File: config.mk
export PLATFORM = sky130hd
export DESIGN_NAME = alu_pipe_flat
export DESIGN_NICKNAME = d
export VERILOG_FILES = /design/src/rtl/alu_pipe_if.sv /design/src/rtl/alu_pipe.sv /design/src/flat_wrapper.sv
export SDC_FILE = /design/constraint.sdc
export NUM_CORES = 1
export LEC_CHECK = 0
export CORE_ASPECT_RATIO = 1.25
export CORE_MARGIN = 2
export CORE_UTILIZATION = 50
export DETAILED_ROUTE_END_ITERATION = 8
export GPL_ROUTABILITY_DRIVEN = 0
export PLACE_DENSITY = 0.73
export SETUP_SLACK_MARGIN = 0.2
export SLEW_MARGIN = 5
export SYNTH_ARGS = -nofsm -noshare
export SYNTH_HDL_FRONTEND = slang
export SYNTH_SLANG_ARGS = --single-unit
File: constraint.sdc
create_clock -name clk -period 6.9 [get_ports clk]
set_clock_uncertainty 0.1 [all_clocks]
set_input_delay 1.38 -clock clk [delete_from_list [all_inputs] [get_ports clk]]
set_output_delay 1.38 -clock clk [all_outputs]
set_load 0.02 [all_outputs]
File: src/rtl/alu_pipe_if.sv
// Operation/result bus for alu_pipe.
// Request side: in_valid/in_ready with operands and opcode.
// Response side: out_valid/out_ready with the result and the four flags.
interface alu_pipe_if #(
   parameter int WIDTH = 8
);
   logic             in_valid;
   logic             in_ready;
   logic [WIDTH-1:0] a;
   logic [WIDTH-1:0] b;
   logic [2:0]       opcode;
   logic             out_valid;
   logic             out_ready;
   logic [WIDTH-1:0] y;
   logic             carryout;
   logic             zero;
   logic             negative;
   logic             overflow;

   modport master (
      output in_valid, a, b, opcode, out_ready,
      input  in_ready, out_valid, y, carryout, zero, negative, overflow
   );

   modport slave (
      input  in_valid, a, b, opcode, out_ready,
      output in_ready, out_valid, y, carryout, zero, negative, overflow
   );
endinterface

File: src/rtl/alu_pipe.sv
// Two-stage pipelined ALU with valid/ready on both sides.
// S1 holds the accepted operation; execute is combinational from S1;
// S2 holds the result and flags and drives the outputs directly.
// cf is the carry of the most recent op to move S1->S2, consumed by ADC.
module alu_pipe #(
   parameter int WIDTH = 8
) (
   input logic       clk,
   input logic       rst_n,
   alu_pipe_if.slave bus
);
   localparam int SW = $clog2(WIDTH);

   localparam logic [2:0] OP_ADD = 3'd0;
   localparam logic [2:0] OP_SUB = 3'd1;
   localparam logic [2:0] OP_AND = 3'd2;
   localparam logic [2:0] OP_OR  = 3'd3;
   localparam logic [2:0] OP_XOR = 3'd4;
   localparam logic [2:0] OP_ADC = 3'd5;
   localparam logic [2:0] OP_SLL = 3'd6;
   localparam logic [2:0] OP_SRL = 3'd7;

   logic             s1_valid;
   logic [WIDTH-1:0] s1_a;
   logic [WIDTH-1:0] s1_b;
   logic [2:0]       s1_op;

   logic             s2_valid;
   logic [WIDTH-1:0] s2_y;
   logic             s2_c;
   logic             s2_z;
   logic             s2_n;
   logic             s2_v;

   logic             cf;

   logic             s1_advance;
   logic             s1_load;

   logic [WIDTH:0]   add_res;
   logic [WIDTH:0]   sub_res;
   logic             adc_cin;
   logic [SW-1:0]    shamt;
   logic [WIDTH-1:0] ex_y;
   logic             ex_c;
   logic             ex_v;

   assign s1_advance   = s1_valid && (!s2_valid || bus.out_ready);
   assign bus.in_ready = !s1_valid || s1_advance;
   assign s1_load      = bus.in_valid && bus.in_ready;

   assign bus.out_valid = s2_valid;
   assign bus.y         = s2_y;
   assign bus.carryout  = s2_c;
   assign bus.zero      = s2_z;
   assign bus.negative  = s2_n;
   assign bus.overflow  = s2_v;

   // Execute: WIDTH+1-bit add/sub so the MSB is carry (or borrow for SUB).
   assign adc_cin = (s1_op == OP_ADC) && cf;
   assign add_res = {1'b0, s1_a} + {1'b0, s1_b} + {{WIDTH{1'b0}}, adc_cin};
   assign sub_res = {1'b0, s1_a} - {1'b0, s1_b};
   assign shamt   = s1_b[SW-1:0];

   // Select result, carry and signed overflow for the op sitting in S1.
   always_comb begin
      ex_y = '0;
      ex_c = 1'b0;
      ex_v = 1'b0;
      case (s1_op)
         OP_ADD, OP_ADC: begin
            ex_y = add_res[WIDTH-1:0];
            ex_c = add_res[WIDTH];
            ex_v = (s1_a[WIDTH-1] == s1_b[WIDTH-1]) &&
                   (add_res[WIDTH-1] != s1_a[WIDTH-1]);
         end
         OP_SUB: begin
            ex_y = sub_res[WIDTH-1:0];
            ex_c = sub_res[WIDTH];
            ex_v = (s1_a[WIDTH-1] != s1_b[WIDTH-1]) &&
                   (sub_res[WIDTH-1] != s1_a[WIDTH-1]);
         end
         OP_AND:  ex_y = s1_a & s1_b;
         OP_OR:   ex_y = s1_a | s1_b;
         OP_XOR:  ex_y = s1_a ^ s1_b;
         OP_SLL:  ex_y = s1_a << shamt;
         OP_SRL:  ex_y = s1_a >> shamt;
         default: ex_y = '0;
      endcase
   end

   // S1: capture operands on accept; empty when it advances with no refill.
   always_ff @(posedge clk or negedge rst_n) begin
      if (!rst_n) begin
         s1_valid <= 1'b0;
         s1_a     <= '0;
         s1_b     <= '0;
         s1_op    <= '0;
      end else begin
         if (s1_load) begin
            s1_valid <= 1'b1;
            s1_a     <= bus.a;
            s1_b     <= bus.b;
            s1_op    <= bus.opcode;
         end else if (s1_advance) begin
            s1_valid <= 1'b0;
         end
      end
   end

   // S2 and cf: load on S1 advance, drain on handshake, otherwise hold.
   always_ff @(posedge clk or negedge rst_n) begin
      if (!rst_n) begin
         s2_valid <= 1'b0;
         s2_y     <= '0;
         s2_c     <= 1'b0;
         s2_z     <= 1'b0;
         s2_n     <= 1'b0;
         s2_v     <= 1'b0;
         cf       <= 1'b0;
      end else begin
         if (s1_advance) begin
            s2_valid <= 1'b1;
            s2_y     <= ex_y;
            s2_c     <= ex_c;
            s2_z     <= (ex_y == '0);
            s2_n     <= ex_y[WIDTH-1];
            s2_v     <= ex_v;
            cf       <= ex_c;
         end else if (bus.out_ready) begin
            s2_valid <= 1'b0;
         end
      end
   end
endmodule

File: src/flat_wrapper.sv
// flat-port wrapper written by rule: the top's interface ports become plain ports
module alu_pipe_flat 
#(
   parameter int WIDTH = 8
)
  (clk, rst_n, bus_in_valid, bus_a, bus_b, bus_opcode, bus_out_ready, bus_in_ready, bus_out_valid, bus_y, bus_carryout, bus_zero, bus_negative, bus_overflow);
  alu_pipe_if #(.WIDTH(WIDTH)) bus_i ();
  input logic clk;
  input logic rst_n;
  input wire logic [$bits(bus_i.in_valid)-1:0] bus_in_valid;
  input wire logic [$bits(bus_i.a)-1:0] bus_a;
  input wire logic [$bits(bus_i.b)-1:0] bus_b;
  input wire logic [$bits(bus_i.opcode)-1:0] bus_opcode;
  input wire logic [$bits(bus_i.out_ready)-1:0] bus_out_ready;
  output wire logic [$bits(bus_i.in_ready)-1:0] bus_in_ready;
  output wire logic [$bits(bus_i.out_valid)-1:0] bus_out_valid;
  output wire logic [$bits(bus_i.y)-1:0] bus_y;
  output wire logic [$bits(bus_i.carryout)-1:0] bus_carryout;
  output wire logic [$bits(bus_i.zero)-1:0] bus_zero;
  output wire logic [$bits(bus_i.negative)-1:0] bus_negative;
  output wire logic [$bits(bus_i.overflow)-1:0] bus_overflow;
  assign bus_i.in_valid = bus_in_valid;
  assign bus_i.a = bus_a;
  assign bus_i.b = bus_b;
  assign bus_i.opcode = bus_opcode;
  assign bus_i.out_ready = bus_out_ready;
  assign bus_in_ready = bus_i.in_ready;
  assign bus_out_valid = bus_i.out_valid;
  assign bus_y = bus_i.y;
  assign bus_carryout = bus_i.carryout;
  assign bus_zero = bus_i.zero;
  assign bus_negative = bus_i.negative;
  assign bus_overflow = bus_i.overflow;
  alu_pipe #(.WIDTH(WIDTH)) u_core (.clk(clk), .rst_n(rst_n), .bus(bus_i));
endmodule
## After elaboration in Yosys (flattened, before gate mapping)

Index checks and enable logic that the tools add are counted.

- Add/subtract/negate cells: 3
- Eq/ne operators: 11
- Shift operators: 2
- Mux-type cells: 7
- Bitwise operators: 3
- Reductions and logical operators: 14

Operators with widths:

| kind | number |
|---|---|
| one-hot mux 8 bit (7 select lines) | 1 |
| equality test 3 bit, second input constant | 4 |
| adder 8 x 8 -> 9 bit | 1 |
| adder 9 x 1 -> 9 bit | 1 |
| subtractor 8 x 8 -> 9 bit | 1 |
| AND 8 bit | 1 |
| logical NOT 8 bit | 1 |
| bitwise OR 8 bit | 1 |
| << shifter 8 x 3 -> 8 bit | 1 |
| right shift 8 x 3 -> 8 bit | 1 |
| XOR 8 bit | 1 |
| equality test 3 x 2 -> 1 bit, second input constant | 2 |
| logical AND 1 bit | 5 |
| two-way mux 1 bit | 4 |
| one-hot mux 1 bit (2 select lines) | 2 |
| nonzero test 2 bit | 2 |
| equality test 3 x 1 -> 1 bit, second input constant | 1 |
| logical NOT 3 bit | 1 |
| != test 1 bit | 3 |
| logical NOT 1 bit | 2 |
| logical OR 1 bit | 2 |
| OR reduction 2 bit | 1 |
| equality test 1 bit | 1 |

- Flip-flop bits (word level): 33
- Input port bits: 23
- Output and inout port bits: 14

## Depth between registers and ports, before layout

Gate-level depths: netlist (run 1).

- Depth after elaboration: 6
- Mapped depth: 12

## Least setup slack after synthesis (run 1)

No wires, ideal clock.

- Path kind: input port to output port
- Start: in bus_out_ready
- End: out bus_in_ready
- Data arrival time: 1.663 ns
- Required time: 5.420 ns
- Slack: 3.757 ns
- Cell stages on the path: 1
- Buffers on the path: 0
- Cell sequence: nand3b_1

- Word-level cells in the longest chain between the ends: 3

RTL lines:

| element | line | RTL |
|---|---|---|
| start, declared | flat_wrapper.sv:14 | `input wire logic [$bits(bus_i.out_ready)-1:0] bus_out_ready;` |
| logical OR 1 bit | alu_pipe.sv:48 | `assign s1_advance = s1_valid && (!s2_valid \|\| bus.out_ready);` |
| logical AND 1 bit | alu_pipe.sv:48 |  |
| logical OR 1 bit | alu_pipe.sv:49 | `assign bus.in_ready = !s1_valid \|\| s1_advance;` |
| end, declared | flat_wrapper.sv:15 | `output wire logic [$bits(bus_i.in_ready)-1:0] bus_in_ready;` |

No other way between the ends.

## Final worst setup path (run 1)

Same ends and word-level chain as after synthesis.

==> results of run 1 <==
flip-flops by register name, summed over array words and instances, names as in the netlist:
register              count
u_core.bus.y              8
u_core.s1_a               8
u_core.s1_b               8
u_core.s1_op              3
u_core.bus.carryout       1
u_core.bus.out_valid      1
u_core.bus.overflow       1
u_core.bus.zero           1
u_core.s1_valid           1
layout by cell type (no fill, tap or decap), types with 5 or more instances in the layout:
cell,netlist,layout
inv_1,28,28
dfrtp_1,32,32
nand2b_1,9,9
a22oi_1,5,5
a21oi_1,15,15
nor2b_1,7,7
ha_1,25,25
mux2_2,26,26
o21bai_1,10,10
clkdlybuf4s50_1,0,36
nor2_1,14,14
nand2_1,19,19
o21ai_0,15,15
mux4_2,10,10
nor3_1,6,6
clkbuf_8,0,6
mux2i_1,5,5
metal layers:
| metal | vias to the layer above | track usage (%) | share of wire (%) |
|---|---|---|---|
| met1 | 1244 | 31.5 | 41 |
| met5 | - | 0 | 0 |
| li1 | 1192 | - | - |
| met2 | 110 | 35.7 | 48 |
| met4 | 0 | 10.6 | 4.3 |
| met3 | 27 | 4.02 | 6.5 |
cell type report:
class | count | area (µm²) | area share [%]
repair buffers | 38 | 375 | 10.9
clock inverters | 1 | 7.51 | 0.218
well taps | 66 | 82.6 | 2.40
clock buffers | 7 | 86.3 | 2.51
multi-input cells | 234 | 1990 | 57.7
inverters | 28 | 105 | 3.05
flip-flops and latches | 32 | 801 | 23.3
logic make-up (layout without fill, tap and decap cells):
logic type	after synthesis	after routing
buf+inv	47	74
simple gates	86	86
compound gates	76	76
fa+ha+maj	28	28
mux	41	41
xor+xnor	3	3
flops	32	32
final timing paths:
check,start,to,cells past startpoint
max,bus_out_ready,bus_in_ready,3
min,u_core.bus.y[4]$_DFFE_PN0P_,u_core.bus.y[4]$_DFFE_PN0P_,2
max in group asynchronous,rst_n,u_core.bus.y[0]$_DFFE_PN0P_,2
min reg2reg,u_core.bus.y[4]$_DFFE_PN0P_,u_core.bus.y[4]$_DFFE_PN0P_,2
max reg2reg,u_core.s1_op[1]$_DFFE_PN0P_,u_core.bus.y[7]$_DFFE_PN0P_,10
min in group asynchronous,rst_n,u_core.s1_a[0]$_DFFE_PN0P_,2
power breakdown:
| group | leakage (nW) | switching [mW] | internal [mW] |
|---|---|---|---|
| combinational | 1.05 | 0.252 | 0.244 |
| sequential | 0.380 | 0.0728 | 0.230 |
| clock | 0.0445 | 0.0725 | 0.0810 |
| total | 1.48 | 0.397 | 0.555 |
tightest hold or removal path, delay by kind of cell, from the launching register on:
family / cells / cell delay (ps)
AND/OR/NAND/NOR: 1 / 50
AO/OA/AOI/OAI: 1 / 60
flip-flops: 1 / 350
per-stage QoR:
| stage | cell area, µm² | std cells | utilization (%) | hold WS (ps) | total power, mW |
|---|---|---|---|---|---|
| after floorplan | 2990 | 313 | - | 380 | 0.637 |
| after CTS | 3440 | 406 | 59.6 | 409 | 0.949 |
| after detailed placement | 3350 | 398 | 58.0 | 393 | 0.794 |
| after global placement | 3350 | 398 | 58.0 | 372 | 0.786 |
| after global routing | 3440 | 406 | 59.6 | 430 | 1.02 |
| final | 3440 | 406 | 59.6 | 395 | 0.953 |
==> impl_metrics.yaml, run 1 <==
floorplan:
  num_io_pins: 37
  coreArea_mm2: 0.00578
  die_w_um: 73.1
  die_area_mm2: 0.00661
  num_rows: 31
  die_y_um: 90.4
  start_util_pct: 51.7
global_route:
  grt_max_degree: 33
  antenna_found_initial: 0
  grt_usage_pct: 23.3
  grt_pass1_vias: 2482
  grt_pass1_wl_um: 12100
  grt_remaining_overflow: 0
cells_and_area:
  diodes: 0
  drive_gt1_share_pct: 15.0
  fill_cells: 483
  finalNetCount: 390
  layout-area-overhead-vs-synth_pct: 15.3
place:
  place_hpwl_um: 5350
  pre_cts_ws_ps: 2810
  numPortBuffers: 36
yosys:
  synth_top_area_share_pct: 26.8
  ys_seq_area_share_pct: 26.8
  synth_edf_count: 0
  yosysTopAreaCell: "dfrtp_1"
  yosysUniqueCellTypes: 60
  synth_top_family_by_area: "multiplexers"
  synth-async-reset-ratio_pct: 100
  synthMuxAreaShare_pct: 19.0
  avgSynthCellArea_um2: 9.54
  ys_warn_count: 0
  synth-simple-area-share_pct: 16.0
  synth_fa_ha_area_share_pct: 12.5
  synth_area_mm2: 0.00299
  synthTopCellsByArea: "dfrtp_1, ha_1, mux2_2"
  synth_xor_area_share_pct: 0.880
  syn_nets: 364
  synth_cells: 313
  ys_ff_latch: 32
  synth-compound-area-share_pct: 18.1
  synth.most_common_cell: "dfrtp_1"
  netlist_top_cells_count: "dfrtp_1, inv_1, mux2_2"
  yosys_most_used_dff: "dfrtp_1"
timing:
  finalSetupViolations: 0
  grt_setup_unrepaired: "false"
  tightest_slew_ps: 927
  finalSetupTns_ps: 0
  hold_violations: 0
  worst_slack_ps: 2810
  period_share_pct: 59.3
  drv_slew: 0
  clock.fmax_ghz: 0.244
  max_slew_margin_pct: 38.2
  min_period_ps: 4090
route:
  antenna_left: 0
  drc: 0
  vias_per_cell: 6.34
  drt_pass1_iterations: 7
  num_vias: 2573
  routedWlPerCell_um: 17.7
  routed_wl_um: 7190
  drt_iter0_markers: 271
clocking:
  post_cts_buffers: 0
  cts.sinks: 32
  cts_resized: 0
  clockBufferDepth: 2
  hold_buffers: 0
  clock_latency_ps: 290
  clk_root_buffer_cell: "clkbuf_8"
  htreeDepth: 2
  cts_inserted_buffers: 5
  cts.clk_slew.worst_paths_ps: 70
  cts_tree: "built"
worst_setup_path:
  cp-start-kind: "primary input"
  critPathBufInv: 2
  crit_type: "in -> out"
  worst-r2r-setup-slack_ps: 3310
  max_stage_delay_ps: 620
  crit_chain: "clkdlybuf4s50_1 > nand3b_1 > clkdlybuf4s50_1"
  cp-end-kind: "output port"
  cpMostUsedCell: "clkdlybuf4s50_1"
  slowest_stage: "clkdlybuf4s50_1"
  crit_fanout: 3
  path_delay_family: "buffers and inverters"
  cp.arrival_ps: 2610
  required_ps: 5420
hold_path:
  hp-class: "reg -> reg"
job:
  cap_viol_max_count: 0
power:
  p_leak_nw: 1.48
  ir_drop_uv: 145
  power_density_mw_per_mm2: 277
status:
  status: "completed"
No activity file was read; power rests on OpenSTA's default activity.
==> run 2, diff against run 1 <==
--- a/config.mk
+++ b/config.mk
@@ -10,7 +10,7 @@
 export CORE_UTILIZATION = 50
 export DETAILED_ROUTE_END_ITERATION = 8
 export GPL_ROUTABILITY_DRIVEN = 0
-export PLACE_DENSITY = 0.73
+export PLACE_DENSITY = 0.76
 export SETUP_SLACK_MARGIN = 0.2
 export SLEW_MARGIN = 5
 export SYNTH_ARGS = -nofsm -noshare
==> constraint.sdc (replaced) <==
create_clock -name clk -period 3.6 [get_ports clk]
set_clock_uncertainty 0.1 [all_clocks]
set_input_delay 0.72 -clock clk [delete_from_list [all_inputs] [get_ports clk]]
set_output_delay 0.72 -clock clk [all_outputs]
set_load 0.02 [all_outputs]
==> impl_metrics.yaml, run 2 (synthesis gave the netlist of run 1 again) <==
status:
  status: "completed"
cells_and_area:
  layout-area-overhead-vs-synth_pct: 17.3
  fin_cells: 414
  finalNetCount: 398
  mostFrequentLayoutCell: "clkdlybuf4s50_1"
  layout_common_cells: "clkdlybuf4s50_1, dfrtp_1, inv_1, mux2_2, ha_1"
  drive_gt1_share_pct: 17.0
  diodes: 0
worst_setup_path:
  reg2reg_depth: 10
  crit_type: "reg -> reg"
  worst-r2r-setup-slack_ps: 570
  cp-end-kind: "register"
  slowest_stage: "a2111oi_0"
  r2r-end: "u_core.bus.y[7]$_DFFE_PN0P_"
  crit_path_start: "u_core.s1_op[2]$_DFFE_PN0P_"
  cpMostUsedCell: "o21ai_0"
  cp-start-kind: "register"
  cp.arrival_ps: 3120
  worstReg2RegStart: "u_core.s1_op[2]$_DFFE_PN0P_"
  crit_fanout: 3
  critPathBufInv: 0
  required_ps: 3690
  max_stage_delay_ps: 610
  crit_chain: "nor2b_1 > and3_1 > fa_1 > a21oi_1 > o21ai_0 > a2111oi_0 > o21ai_0 > o2111ai_1 > nand2_1 > mux2_2"
  path_delay_family: "compound AO/OA/AOI/OAI gates"
job:
  cap_viol_max_count: 0
place:
  pre_cts_ws_ps: 635
  placedCellCount: 406
  place_hpwl_um: 5590
  numPortBuffers: 36
global_route:
  grt_pass1_vias: 2478
  grt_pass1_wl_um: 12500
  grt_max_degree: 33
  grt_remaining_overflow: 0
  grt_usage_pct: 24.5
  antenna_found_initial: 0
power:
  ir_drop_uv: 273
  switching_share_pct: 41.9
  p_clk_share_pct: 16.1
  intPower_mw: 1.08
  p_leak_nw: 1.52
  power_mw: 1.86
  comb_power_share_pct: 55.7
  power.net_switching_mw: 0.778
  power_frac_seq_pct: 28.1
  power_density_mw_per_mm2: 530
clocking:
  cts_tree: "built"
  htreeDepth: 2
  cts.sinks: 32
  cts.clk_slew.worst_paths_ps: 70
  clk_root_buffer_cell: "clkbuf_8"
  post_cts_buffers: 0
  hold_buffers: 0
  clock_latency_ps: 300
  cts_resized: 0
  cts_inserted_buffers: 5
  clockBufferDepth: 2
hold_path:
  hp-class: "reg -> reg"
  hold_start: "u_core.bus.overflow$_DFFE_PN0P_"
  hold_depth: 2
  hold-path-endpoint: "u_core.bus.overflow$_DFFE_PN0P_"
route:
  met1_length_um: 3110
  routed_wl_um: 7560
  routedWlPerCell_um: 18.3
  dr_wl_met3_um: 558
  vias_per_cell: 6.38
  wl_met2_um: 3640
  num_vias: 2641
  drt_pass1_iterations: 6
  drt_iter0_markers: 322
  drc: 0
  antenna_left: 0
  highest_layer: "met4"
floorplan:
  die_area_mm2: 0.00661
  die_y_um: 90.4
  coreArea_mm2: 0.00578
  num_io_pins: 37
  start_util_pct: 51.7
  num_rows: 31
  die_w_um: 73.1
timing:
  finalSetupTns_ps: 0
  min_period_ps: 3030
  worst_slack_ps: 570
  hold_violations: 0
  clock.fmax_ghz: 0.330
  drv_slew: 0
  tightest_slew_ps: 785
  grt_setup_unrepaired: "false"
  max_slew_margin_pct: 47.6
  finalSetupViolations: 0
  period_share_pct: 84.2
## run 2: worst max path at each step
stage | cells past startpoint | to
after CTS | 10 | u_core.bus.y[7]$_DFFE_PN0P_
after global routing | 10 | u_core.bus.zero$_DFFE_PN0P_
after global placement | 11 | u_core.bus.y[6]$_DFFE_PN0P_
after floorplan | 11 | u_core.bus.zero$_DFFE_PN0P_
after detailed placement | 10 | u_core.bus.zero$_DFFE_PN0P_
final | 10 | u_core.bus.y[7]$_DFFE_PN0P_
## run 2: per-layer routing
layer,vias up,track usage [%]
met5,-,0
met4,0,10.2
met3,24,3.46
met2,154,37.5
met1,1249,34.4
li1,1214,-
## run 2: through the flow
step | utilization [%] | cell area [µm²] | hold slack [ps]
2_1_floorplan | - | 2990 | 324
3_3_place_gp | 59.0 | 3410 | 366
3_5_place_dp | 59.0 | 3410 | 379
4_1_cts | 60.6 | 3500 | 395
5_1_grt | 60.6 | 3500 | 424
6_report | 60.6 | 3500 | 391
## run 2: final cells by class
type,count,area (µm²)
multi-input cells,234,1990
repair buffers,46,435
fillers,481,2280
inverters,28,105
clock inverters,1,7.51
flip-flops and latches,32,801
clock buffers,7,86.3
well taps,66,82.6
## run 2: worst register-to-register path: stages, from the launching register on
cell and delay (ps):
dfrtp_1 370, nor2b_1 140, and3_1 200, fa_1 410, a21oi_1 230, o21ai_0 140, a2111oi_0 610, o21ai_0 210
o2111ai_1 120, nand2_1 120, mux2_2 270
## run 2: power groups by stage
stage          combinational, mW  clock, mW  sequential, mW
3_3_place_gp                1.00          0           0.528
5_1_grt                     1.12      0.320           0.539
4_1_cts                     1.02      0.310           0.524
3_5_place_dp                1.01          0           0.531
2_1_floorplan              0.641          0           0.580
6_report                    1.04      0.300           0.523
==> run 3, diff against run 2 <==
--- a/config.mk
+++ b/config.mk
@@ -10,7 +10,7 @@
 export CORE_UTILIZATION = 50
 export DETAILED_ROUTE_END_ITERATION = 8
 export GPL_ROUTABILITY_DRIVEN = 0
-export PLACE_DENSITY = 0.76
+export PLACE_DENSITY = 0.73
 export SETUP_SLACK_MARGIN = 0.2
 export SLEW_MARGIN = 5
 export SYNTH_ARGS = -nofsm -noshare
==> constraint.sdc (replaced) <==
create_clock -name clk -period 3.13 [get_ports clk]
set_clock_uncertainty 0.1 [all_clocks]
set_input_delay 0.626 -clock clk [delete_from_list [all_inputs] [get_ports clk]]
set_output_delay 0.626 -clock clk [all_outputs]
set_load 0.02 [all_outputs]
==> impl_metrics.yaml, run 3 (synthesis gave the netlist of run 1 again) <==
timing:
  hold_violations: 0
  grt_setup_unrepaired: "true"
  drv_slew: 0
  finalSetupTns_ps: 0
  max_slew_margin_pct: 57.8
  clock.fmax_ghz: 0.350
  finalSetupViolations: 0
  tightest_slew_ps: 630
  min_period_ps: 2860
  period_share_pct: 91.3
clocking:
  cts.sinks: 32
  htreeDepth: 2
  clockBufferDepth: 2
  post_cts_buffers: 0
  cts_tree: "built"
  cts_inserted_buffers: 5
  clock_latency_ps: 290
  clk_root_buffer_cell: "clkbuf_8"
  cts.clk_slew.worst_paths_ps: 80
worst_setup_path:
  r2r-end: "u_core.bus.zero$_DFFE_PN0P_"
  cp-start-kind: "register"
  crit_type: "reg -> reg"
  cp.arrival_ps: 2940
  worst-r2r-setup-slack_ps: 270
  crit_path_start: "u_core.s1_op[2]$_DFFE_PN0P_"
  reg2reg_depth: 10
  required_ps: 3220
  crit_fanout: 2
  worstReg2RegStart: "u_core.s1_op[2]$_DFFE_PN0P_"
  cp-end-kind: "register"
cells_and_area:
  drive_gt1_share_pct: 20.2
  diodes: 0
  regArea_um2: 802
  multiInputGateArea_mm2: 0.00201
  mostFrequentLayoutCell: "clkdlybuf4s50_1"
  fill_cells: 493
  layout-area-overhead-vs-synth_pct: 19.0
  layout_common_cells: "clkdlybuf4s50_1, dfrtp_1, inv_1, mux2_2, ha_1"
  finalNetCount: 402
  final_area_mm2: 0.00355
place:
  place_hpwl_um: 5720
  numPortBuffers: 36
  placed_area_mm2: 0.00345
floorplan:
  die_area_mm2: 0.00661
  num_rows: 31
  num_io_pins: 37
  coreArea_mm2: 0.00578
  die_y_um: 90.4
  start_util_pct: 51.7
  die_w_um: 73.1
global_route:
  grt_usage_pct: 24.6
  grt_pass1_wl_um: 12700
  grt_max_degree: 33
  grt_pass1_vias: 2637
  grt_remaining_overflow: 0
  antenna_found_initial: 0
power:
  intPower_mw: 1.24
  power_frac_seq_pct: 27.3
  ir_drop_uv: 304
  comb_power_share_pct: 57.4
  power_mw: 2.15
  switching_share_pct: 42.4
  p_clk_share_pct: 15.3
  power_density_mw_per_mm2: 604
  power.net_switching_mw: 0.911
  p_leak_nw: 1.54
status:
  status: "completed"
route:
  antenna_left: 0
  drt_iter0_markers: 241
  routedWlPerCell_um: 18.3
  drc: 0
  num_vias: 2644
  vias_per_cell: 6.33
  drt_pass1_iterations: 6
  routed_wl_um: 7650
job:
  cap_viol_max_count: 0
hold_path:
  hold_start: "u_core.bus.overflow$_DFFE_PN0P_"
  hold-path-endpoint: "u_core.bus.overflow$_DFFE_PN0P_"
  hp-class: "reg -> reg"
  hold_depth: 2
-- run 3: changes by cell type in the layout (fill, tap and decap cells not counted), moves of 2 or more --
cell,previous run,this run
fa_1,3,1
buf_4,10,14
clkinv_2,0,2
fa_2,0,2
-- run 3: metrics by stage --
step | util [%] | instances | hold WS [ps] | setup slack, ps
CTS | 61.2 | 418 | 398 | 217
finish | 61.5 | 418 | 393 | 274
detailed placement | 59.7 | 410 | 383 | 238
floorplan | - | 313 | 230 | 216
global route | 61.5 | 418 | 420 | 144
global placement | 59.7 | 410 | 370 | 302
-- run 3: cell type report --
| type | instances | share of cell area [%] |
|---|---|---|
| timing repair buffer | 50 | 13.1 |
| sequential | 32 | 22.6 |
| multi-input combinational | 234 | 56.6 |
| tap | 66 | 2.32 |
| clock inverter | 3 | 0.528 |
| clock buffer | 5 | 1.94 |
| inverter | 28 | 2.96 |
-- run 3: timing repair --
item	4_1_cts	5_1_grt
gates resized for setup	0	5
setup endpoints to repair	0	5
hold buffers	0	0
-- run 3: critical path, cell delays in order (launching register included) --
cell and delay [ps]:
dfrtp_1 380, nor2b_1 140, and3_1 190, fa_2 360, a21oi_2 150, o21bai_1 100
a221o_1 360, a221o_1 380, nor4_2 280, nand2_1 90, o41ai_2 200
-- run 3: worst max-delay path by stage --
stage | end | slack, ps | cells past startpoint
global route | u_core.bus.y[6]$_DFFE_PN0P_ | 140 | 11
global placement | u_core.bus.y[7]$_DFFE_PN0P_ | 300 | 10
finish | u_core.bus.zero$_DFFE_PN0P_ | 270 | 10
floorplan | u_core.bus.zero$_DFFE_PN0P_ | 220 | 11
CTS | u_core.bus.zero$_DFFE_PN0P_ | 220 | 10
detailed placement | u_core.bus.zero$_DFFE_PN0P_ | 240 | 10
-- run 3: power groups by stage --
stage / logic (mW) / registers [mW] / clock network, mW
after floorplan: 0.743 / 0.668 / 0
after global placement: 1.18 / 0.593 / 0
after detailed placement: 1.19 / 0.595 / 0
after CTS: 1.20 / 0.588 / 0.337
after global routing: 1.33 / 0.605 / 0.354
final: 1.23 / 0.587 / 0.328
-- run 3: per-layer routing --
layer  part of all wire [%]  GRT usage (%)  vias up
li1                       -              -     1219
met1                     39           31.1     1270
met2                     49           39.3      124
met3                    7.2           4.80       31
met4                    4.3           11.9        0
met5                      0              0        -
